File: src/rtl/mem_arbiter_if.sv
// Bundle of IFU, LSU and memory-side handshake signals for mem_arbiter.
// The master modport is the arbiter's view; slave is the view of the clients and memory.
interface mem_arbiter_if #(
    parameter int AW = 64,
    parameter int DW = 64
);
    logic              ifu_req_valid;
    logic              ifu_req_ready;
    logic [AW-1:0]     ifu_addr;
    logic              ifu_resp_valid;
    logic [DW-1:0]     ifu_rdata;

    logic              lsu_req_valid;
    logic              lsu_req_ready;
    logic [AW-1:0]     lsu_addr;
    logic              lsu_wen;
    logic [DW-1:0]     lsu_wdata;
    logic [DW/8-1:0]   lsu_wmask;
    logic              lsu_resp_valid;
    logic [DW-1:0]     lsu_rdata;

    logic              mem_req_valid;
    logic              mem_req_ready;
    logic [AW-1:0]     mem_addr;
    logic              mem_wen;
    logic [DW-1:0]     mem_wdata;
    logic [DW/8-1:0]   mem_wmask;
    logic              mem_resp_valid;
    logic [DW-1:0]     mem_rdata;

    modport master (
        input  ifu_req_valid, ifu_addr,
        input  lsu_req_valid, lsu_addr, lsu_wen, lsu_wdata, lsu_wmask,
        input  mem_req_ready, mem_resp_valid, mem_rdata,
        output ifu_req_ready, ifu_resp_valid, ifu_rdata,
        output lsu_req_ready, lsu_resp_valid, lsu_rdata,
        output mem_req_valid, mem_addr, mem_wen, mem_wdata, mem_wmask
    );

    modport slave (
        output ifu_req_valid, ifu_addr,
        output lsu_req_valid, lsu_addr, lsu_wen, lsu_wdata, lsu_wmask,
        output mem_req_ready, mem_resp_valid, mem_rdata,
        input  ifu_req_ready, ifu_resp_valid, ifu_rdata,
        input  lsu_req_ready, lsu_resp_valid, lsu_rdata,
        input  mem_req_valid, mem_addr, mem_wen, mem_wdata, mem_wmask
    );
endinterface

File: src/rtl/mem_arbiter.sv
// Shares one memory port between IFU and LSU: one outstanding transaction,
// LSU priority with an IFU anti-starvation streak limit, and a response timeout.
module mem_arbiter #(
    parameter int AW         = 64,
    parameter int DW         = 64,
    parameter int MAX_STREAK = 4,
    parameter int TIMEOUT    = 255
) (
    input  logic            clk,
    input  logic            rst,
    mem_arbiter_if.master   bus,
    output logic            owner,
    output logic            busy,
    output logic            timeout_err
);
    localparam int SW = $clog2(MAX_STREAK + 1);
    localparam int CW = (TIMEOUT > 1) ? $clog2(TIMEOUT) : 1;
    localparam logic [SW-1:0] STREAK_MAX = SW'(MAX_STREAK);
    localparam logic [CW-1:0] TMO_LAST   = CW'((TIMEOUT > 0) ? (TIMEOUT - 1) : 0);
    localparam bit            TMO_EN     = (TIMEOUT != 0);

    typedef enum logic [1:0] {
        S_IDLE = 2'd0,
        S_REQ  = 2'd1,
        S_RESP = 2'd2
    } state_t;

    state_t           r_state;
    state_t           w_next;
    logic [SW-1:0]    r_streak;
    logic [CW-1:0]    r_cnt;
    logic             r_owner;
    logic [AW-1:0]    r_addr;
    logic             r_wen;
    logic [DW-1:0]    r_wdata;
    logic [DW/8-1:0]  r_wmask;
    logic             r_ifu_rv;
    logic             r_lsu_rv;
    logic [DW-1:0]    r_ifu_rdata;
    logic [DW-1:0]    r_lsu_rdata;
    logic             r_timeout_err;
    logic             w_grant_ifu;
    logic             w_grant_lsu;
    logic             w_done;
    logic             w_tmo;
    logic [DW-1:0]    w_resp_data;

    // Next-state, arbitration and completion decode
    always_comb begin
        w_next      = r_state;
        w_grant_ifu = 1'b0;
        w_grant_lsu = 1'b0;
        w_done      = 1'b0;
        w_tmo       = 1'b0;
        case (r_state)
            S_IDLE: begin
                // IFU is forced in once LSU has won MAX_STREAK times in a row over it
                if (bus.ifu_req_valid && (r_streak == STREAK_MAX)) begin
                    w_grant_ifu = 1'b1;
                end else if (bus.lsu_req_valid) begin
                    w_grant_lsu = 1'b1;
                end else if (bus.ifu_req_valid) begin
                    w_grant_ifu = 1'b1;
                end else begin
                    w_grant_ifu = 1'b0;
                end
                if (w_grant_ifu || w_grant_lsu) begin
                    w_next = S_REQ;
                end else begin
                    w_next = S_IDLE;
                end
            end
            S_REQ: begin
                if (bus.mem_req_ready) begin
                    w_next = S_RESP;
                end else begin
                    w_next = S_REQ;
                end
            end
            S_RESP: begin
                if (bus.mem_resp_valid) begin
                    w_done = 1'b1;
                    w_next = S_IDLE;
                end else if (TMO_EN && (r_cnt == TMO_LAST)) begin
                    w_done = 1'b1;
                    w_tmo  = 1'b1;
                    w_next = S_IDLE;
                end else begin
                    w_next = S_RESP;
                end
            end
            default: begin
                w_next = S_IDLE;
            end
        endcase
    end

    assign w_resp_data = (w_tmo || (r_owner && r_wen)) ? {DW{1'b0}} : bus.mem_rdata;

    // State, latched request, streak, timeout counter and response registers
    always_ff @(posedge clk) begin
        if (rst) begin
            r_state       <= S_IDLE;
            r_streak      <= {SW{1'b0}};
            r_cnt         <= {CW{1'b0}};
            r_owner       <= 1'b0;
            r_addr        <= {AW{1'b0}};
            r_wen         <= 1'b0;
            r_wdata       <= {DW{1'b0}};
            r_wmask       <= {(DW/8){1'b0}};
            r_ifu_rv      <= 1'b0;
            r_lsu_rv      <= 1'b0;
            r_ifu_rdata   <= {DW{1'b0}};
            r_lsu_rdata   <= {DW{1'b0}};
            r_timeout_err <= 1'b0;
        end else begin
            r_state  <= w_next;
            r_ifu_rv <= 1'b0;
            r_lsu_rv <= 1'b0;
            if (w_grant_lsu) begin
                r_owner <= 1'b1;
                r_addr  <= bus.lsu_addr;
                r_wen   <= bus.lsu_wen;
                r_wdata <= bus.lsu_wdata;
                r_wmask <= bus.lsu_wmask;
                if (!bus.ifu_req_valid) begin
                    r_streak <= {SW{1'b0}};
                end else if (r_streak != STREAK_MAX) begin
                    r_streak <= r_streak + SW'(1);
                end else begin
                    r_streak <= r_streak;
                end
            end else if (w_grant_ifu) begin
                r_owner  <= 1'b0;
                r_addr   <= bus.ifu_addr;
                r_wen    <= 1'b0;
                r_wdata  <= {DW{1'b0}};
                r_wmask  <= {(DW/8){1'b0}};
                r_streak <= {SW{1'b0}};
            end
            if ((r_state == S_REQ) && bus.mem_req_ready) begin
                r_cnt <= {CW{1'b0}};
            end else if (r_state == S_RESP) begin
                r_cnt <= r_cnt + CW'(1);
            end
            if (w_done) begin
                if (r_owner) begin
                    r_lsu_rv    <= 1'b1;
                    r_lsu_rdata <= w_resp_data;
                end else begin
                    r_ifu_rv    <= 1'b1;
                    r_ifu_rdata <= w_resp_data;
                end
                if (w_tmo) begin
                    r_timeout_err <= 1'b1;
                end
            end
        end
    end

    assign bus.ifu_req_ready  = w_grant_ifu;
    assign bus.lsu_req_ready  = w_grant_lsu;
    assign bus.ifu_resp_valid = r_ifu_rv;
    assign bus.ifu_rdata      = r_ifu_rdata;
    assign bus.lsu_resp_valid = r_lsu_rv;
    assign bus.lsu_rdata      = r_lsu_rdata;
    assign bus.mem_req_valid  = (r_state == S_REQ);
    assign bus.mem_addr       = r_addr;
    assign bus.mem_wen        = r_wen;
    assign bus.mem_wdata      = r_wdata;
    assign bus.mem_wmask      = r_wmask;
    assign owner              = r_owner;
    assign busy               = (r_state != S_IDLE);
    assign timeout_err        = r_timeout_err;
endmodule

File: src/flat_wrapper.sv
// flat-port wrapper written by rule: the top's interface ports become plain ports
module mem_arbiter_flat 
#(
    parameter int AW         = 64,
    parameter int DW         = 64,
    parameter int MAX_STREAK = 4,
    parameter int TIMEOUT    = 255
)
  (clk, rst, owner, busy, timeout_err, bus_ifu_req_valid, bus_ifu_addr, bus_lsu_req_valid, bus_lsu_addr, bus_lsu_wen, bus_lsu_wdata, bus_lsu_wmask, bus_mem_req_ready, bus_mem_resp_valid, bus_mem_rdata, bus_ifu_req_ready, bus_ifu_resp_valid, bus_ifu_rdata, bus_lsu_req_ready, bus_lsu_resp_valid, bus_lsu_rdata, bus_mem_req_valid, bus_mem_addr, bus_mem_wen, bus_mem_wdata, bus_mem_wmask);
  mem_arbiter_if #(.AW(AW), .DW(DW)) bus_i ();
  input  logic clk;
  input  logic rst;
  output logic owner;
  output logic busy;
  output logic timeout_err;
  input wire logic [$bits(bus_i.ifu_req_valid)-1:0] bus_ifu_req_valid;
  input wire logic [$bits(bus_i.ifu_addr)-1:0] bus_ifu_addr;
  input wire logic [$bits(bus_i.lsu_req_valid)-1:0] bus_lsu_req_valid;
  input wire logic [$bits(bus_i.lsu_addr)-1:0] bus_lsu_addr;
  input wire logic [$bits(bus_i.lsu_wen)-1:0] bus_lsu_wen;
  input wire logic [$bits(bus_i.lsu_wdata)-1:0] bus_lsu_wdata;
  input wire logic [$bits(bus_i.lsu_wmask)-1:0] bus_lsu_wmask;
  input wire logic [$bits(bus_i.mem_req_ready)-1:0] bus_mem_req_ready;
  input wire logic [$bits(bus_i.mem_resp_valid)-1:0] bus_mem_resp_valid;
  input wire logic [$bits(bus_i.mem_rdata)-1:0] bus_mem_rdata;
  output wire logic [$bits(bus_i.ifu_req_ready)-1:0] bus_ifu_req_ready;
  output wire logic [$bits(bus_i.ifu_resp_valid)-1:0] bus_ifu_resp_valid;
  output wire logic [$bits(bus_i.ifu_rdata)-1:0] bus_ifu_rdata;
  output wire logic [$bits(bus_i.lsu_req_ready)-1:0] bus_lsu_req_ready;
  output wire logic [$bits(bus_i.lsu_resp_valid)-1:0] bus_lsu_resp_valid;
  output wire logic [$bits(bus_i.lsu_rdata)-1:0] bus_lsu_rdata;
  output wire logic [$bits(bus_i.mem_req_valid)-1:0] bus_mem_req_valid;
  output wire logic [$bits(bus_i.mem_addr)-1:0] bus_mem_addr;
  output wire logic [$bits(bus_i.mem_wen)-1:0] bus_mem_wen;
  output wire logic [$bits(bus_i.mem_wdata)-1:0] bus_mem_wdata;
  output wire logic [$bits(bus_i.mem_wmask)-1:0] bus_mem_wmask;
  assign bus_i.ifu_req_valid = bus_ifu_req_valid;
  assign bus_i.ifu_addr = bus_ifu_addr;
  assign bus_i.lsu_req_valid = bus_lsu_req_valid;
  assign bus_i.lsu_addr = bus_lsu_addr;
  assign bus_i.lsu_wen = bus_lsu_wen;
  assign bus_i.lsu_wdata = bus_lsu_wdata;
  assign bus_i.lsu_wmask = bus_lsu_wmask;
  assign bus_i.mem_req_ready = bus_mem_req_ready;
  assign bus_i.mem_resp_valid = bus_mem_resp_valid;
  assign bus_i.mem_rdata = bus_mem_rdata;
  assign bus_ifu_req_ready = bus_i.ifu_req_ready;
  assign bus_ifu_resp_valid = bus_i.ifu_resp_valid;
  assign bus_ifu_rdata = bus_i.ifu_rdata;
  assign bus_lsu_req_ready = bus_i.lsu_req_ready;
  assign bus_lsu_resp_valid = bus_i.lsu_resp_valid;
  assign bus_lsu_rdata = bus_i.lsu_rdata;
  assign bus_mem_req_valid = bus_i.mem_req_valid;
  assign bus_mem_addr = bus_i.mem_addr;
  assign bus_mem_wen = bus_i.mem_wen;
  assign bus_mem_wdata = bus_i.mem_wdata;
  assign bus_mem_wmask = bus_i.mem_wmask;
  mem_arbiter #(.AW(AW), .DW(DW), .MAX_STREAK(MAX_STREAK), .TIMEOUT(TIMEOUT)) u_core (.clk(clk), .rst(rst), .bus(bus_i), .owner(owner), .busy(busy), .timeout_err(timeout_err));
endmodule
File: config.mk
export PLATFORM = sky130hd
export DESIGN_NAME = mem_arbiter_flat
export DESIGN_NICKNAME = d
export VERILOG_FILES = /design/src/rtl/mem_arbiter_if.sv /design/src/rtl/mem_arbiter.sv /design/src/flat_wrapper.sv
export SDC_FILE = /design/constraint.sdc
export NUM_CORES = 1
export LEC_CHECK = 0
export BUFFER_PORTS_ARGS = -buffer_cell sky130_fd_sc_hd__buf_2
export CORE_AREA = 5 5 210 212
export CTS_CLUSTER_DIAMETER = 50
export CTS_CLUSTER_SIZE = 20
export DETAILED_ROUTE_END_ITERATION = 10
export DIE_AREA = 0 0 215 217
export PLACE_DENSITY = 0.65
export SLEW_MARGIN = 20
export SYNTH_ARGS = -nofsm -noshare
export SYNTH_HDL_FRONTEND = slang
export SYNTH_SLANG_ARGS = --single-unit
File: constraint.sdc
create_clock -name clk -period 2.28 [get_ports clk]
set_input_delay 0.114 -clock clk [delete_from_list [all_inputs] [get_ports clk]]
set_output_delay 0.114 -clock clk [all_outputs]
set_load 0.05 [all_outputs]
==> flow_summary_export.csv <==
group,metric,value,unit
floorplan,die_w,215,um
grt,antenna_found_initial,5,
drt,drt_iter0_markers,1791,
place,port_buffers,543,
synthesis,synth-edff-count,0,
sta,finalMaxSlewViolations,0,
sta,fin_crit,2.161,ns
hold_path,holdPathStages,3,
place,hpwl,34.78,mm
worst_setup_path,path_class,"reg2out",
cts,numCtsBuffers,39,
job,max_cap_violations,0,
sta,finalSetupViolCount,0,
drt,post-route-drc-count,0,
sta,hold_viol_final,0,
worst_setup_path,required,2.17,ns
sta,finClkSkew,0.01140,ns
synthesis,syn-instance-count,1477,
worst_setup_path,reg2reg_depth,4,
cts,post_cts_buffers,0,
synthesis,syn-cell-area,0.01238,mm^2
final_layout,finalInstanceArea,0.01956,mm^2
sta,worst_slew_margin_rel,0.4545,
floorplan,start_util,0.2965,
hold_path,hp-start,"bus_ifu_addr[31]",
cts,cts_tree,"yes",
sta,fmax,462.7,MHz
place,globalplace.congestion,0.8441,
grt,gr-total-overflow,0,
sta,fin_crit_sh,0.9478,
worst_setup_path,critPathLaunchType,"flip-flop",
worst_setup_path,crit_top_cell,"inv_1",
hold_path,min_path_type,"in2reg",
synthesis,ys_seq_elements,282,
floorplan,core,0.04176,mm^2
synthesis,synth_nets,1752,
worst_setup_path,critical_path.max_stage_delay,0.33,ns
drt,routedWlPerCell,20.40,um
cts,clk_pin_slew,0.06,ns
grt,grt_pass1_wl,86.11,mm
drt,drtAntennaViolNets,0,
worst_setup_path,endpoint_kind,"output pin",
final_layout,drive_gt1_frac,0.3034,
place,placed_cell_area,0.01559,mm^2
worst_setup_path,worstPathCellList,"inv_1 -> ha_1 -> nand3_2 -> nand2_4 -> buf_12 -> inv_1 -> clkbuf_4",
cts,clk_latency,0.54,ns
floorplan,io_pins,544,
place,dp.cells,2411,
worst_setup_path,r2r_end,"u_core.bus.mem_addr[3]$_SDFFE_PP0P_",
synthesis,ys_warn_count,0,
floorplan,die_h,217,um
hold_path,hold_end,"u_core.bus.mem_addr[31]$_SDFFE_PP0P_",
final_layout,stdcell_count,2747,
drt,drt_wl_total,56.05,mm
synthesis,avgSynthCellArea,8.383,um^2
cts,cts_sinks,282,
grt,grtUsageTotal,0.2233,
floorplan,die-area,0.04666,mm^2
cts,cts-root-buf,"clkbuf_16",
grt,grt_max_degree,103,
status,status,"completed",
final_layout,utilization,0.4685,
sta,rsz0062_at_grt,"no",
synthesis,yosys.area.top_type,"dfxtp_1",
synthesis,synth_flop_cell,"dfxtp_1",
worst_setup_path,r2r_setup_slack,0.24,ns
synthesis,yosys.area.top_type_share,0.4559,
drt,vias,15327,
synthesis,synth.yosys.seq_area_share,0.4559,
floorplan,placementRows,75,
cts,clk_path_buf_depth,3,
power_and_ir_drop,p_leak,0.008322,uW
synthesis,netlist_top_cells_count,"dfxtp_1 (282), a21oi_1 (211), nand2_1 (133)",
cts,htree_levels,2,
worst_setup_path,crit_slowest_cell,"dfxtp_1",
worst_setup_path,cp_data_arrival_time,2.05,ns
synthesis,ys_types,43,
drt,firstDrtPassIters,8,
sta,worstMarginPinSlew,0.8182,ns
power_and_ir_drop,ir_drop,0.4942,mV
final_layout,final_net_count,2446,
worst_setup_path,crit_fanout,30,
synthesis,synth_most_common_cell,"dfxtp_1",
drt,viasPerCell,5.580,
power_and_ir_drop,power_density,740.8,mW/mm^2
final_layout,area_growth,57.99,%
synthesis,synth.area.top_cells,"dfxtp_1 (46%), a21oi_1 (8.5%), nor3_1 (5.2%)",
worst_setup_path,r2r-start,"u_core.r_state[0]$_SDFF_PP0_",
synthesis,postSynth.asyncResetShare,0,
sta,final.setup.tns,0,ns
grt,grt_pass1_vias,15180,
[flip-flops by register name, indices dropped and copies added, names as in the netlist]
signal,flops
u_core.timeout_err,1
u_core.bus.mem_wmask,8
u_core.bus.mem_wen,1
u_core.bus.mem_wdata,64
u_core.r_streak,3
u_core.bus.mem_addr,64
u_core.bus.ifu_resp_valid,1
u_core.owner,1
u_core.bus.lsu_resp_valid,1
u_core.r_cnt,8
u_core.bus.ifu_rdata,64
u_core.bus.lsu_rdata,64
u_core.r_state,2
[placed cells by master (no fill, tap or decap), drive strengths merged, types with 2 or more instances in the layout]
cell type | Yosys | layout
buf | 58 | 577
dfxtp | 282 | 282
dlygate4sd3 | 0 | 256
a21oi | 211 | 211
nand2 | 133 | 133
nor3 | 128 | 128
o21ai | 81 | 81
nand3 | 77 | 77
nor2b | 67 | 67
o211ai | 65 | 65
a2111oi | 64 | 64
a32oi | 64 | 64
a311oi | 64 | 64
clkbuf | 126 | 48
inv | 10 | 16
clkinv | 0 | 15
nor2 | 7 | 7
diode | 0 | 6
nand3b | 5 | 5
clkinvlp | 0 | 5
ha | 4 | 4
nand4 | 3 | 3
or3b | 3 | 3
nand2b | 2 | 2
nor4 | 2 | 2
mux2i | 2 | 2
or4 | 2 | 2
or3 | 2 | 2
and2 | 2 | 2
nor3b | 2 | 2
[where the power goes]
part           switching, uW  total, uW  leakage (uW)  internal, uW
logic                   2040       3060       0.00539          1020
registers                151       5340       0.00230          5190
clock network           2580       6100      0.000635          3520
[layout make-up]
cell class                      instances  area [um^2]
Clock inverter                         27        289.0
Tap cell                              539        674.4
Inverter                               10        40.04
Sequential cell                       282         5648
Multi-Input combinational cell       1001         6025
Timing Repair Buffer                  837         5832
Clock buffer                           45         1040
Fill cell                            3753        22200
Antenna cell                            6        15.01
[metal layers]
layer | share of wire | GRT usage | vias up
li1 | - | - | 6979
met1 | 0.38 | 0.2630 | 7224
met2 | 0.47 | 0.3658 | 940
met3 | 0.10 | 0.07268 | 182
met4 | 0.052 | 0.1150 | 2
met5 | 0.00012 | 0 | -
[worst max path at each step]
stage | startpoint | endpoint | slack (ns) | depth (start not counted)
after global placement | u_core.r_state[1]$_SDFF_PP0_ | u_core.bus.lsu_rdata[0]$_SDFFE_PP0P_ | 0.21 | 4
after detailed placement | u_core.r_state[0]$_SDFF_PP0_ | u_core.bus.mem_addr[38]$_SDFFE_PP0P_ | 0.09 | 4
final | u_core.r_streak[0]$_SDFFE_PP0P_ | bus_lsu_req_ready | 0.12 | 7
after global routing | u_core.r_state[0]$_SDFF_PP0_ | u_core.bus.mem_addr[19]$_SDFFE_PP0P_ | 0.01 | 4
after CTS | u_core.r_streak[0]$_SDFFE_PP0P_ | bus_lsu_req_ready | 0.001 | 7
after floorplan | u_core.r_state[1]$_SDFF_PP0_ | bus_ifu_req_ready | 0.43 | 5
[kinds of logic (layout without fill, tap and decap cells)]
logic type      count (synthesis)  count (layout)  share of synthesized area
compound gates                552             552                     0.2951
simple gates                  441             441                     0.1773
flops                         282             282                     0.4559
buf+inv                       194             919                    0.06457
fa+ha+maj                       4               4                   0.004042
xor+xnor                        2               2                   0.001415
mux                             2               2                   0.001617
other cells                     0               6                          0
[repair_timing]
| item | 4_1_cts | 5_1_grt |
|---|---|---|
| hold buffers | 256 | 0 |
| endpoints found under the hold margin | 267 | 0 |
| gates cloned | 1 | 1 |
| gates resized for setup | 2 | 2 |
| setup endpoints to repair | 2 | 1 |
[critical path, delay by kind of cell (launching register included)]
family                   cells  cell delay [ns]
flip-flops                   1             0.33
AND/OR/NAND/NOR              2             0.36
adder cells (fa/ha/maj)      1             0.22
buffers and inverters        4             0.60
[stage by stage]
stage	hold WS, ns	worst slack, ns	power, uW
after global routing	0.03079	0.01016	15030
final	0.04751	0.1189	14490
after floorplan	0.2617	0.4340	7130
after detailed placement	0.3717	0.08870	8046
after global placement	0.3660	0.2107	8008
after CTS	0.0006468	0.001350	14600
Power figures use the tool's default switching activity.
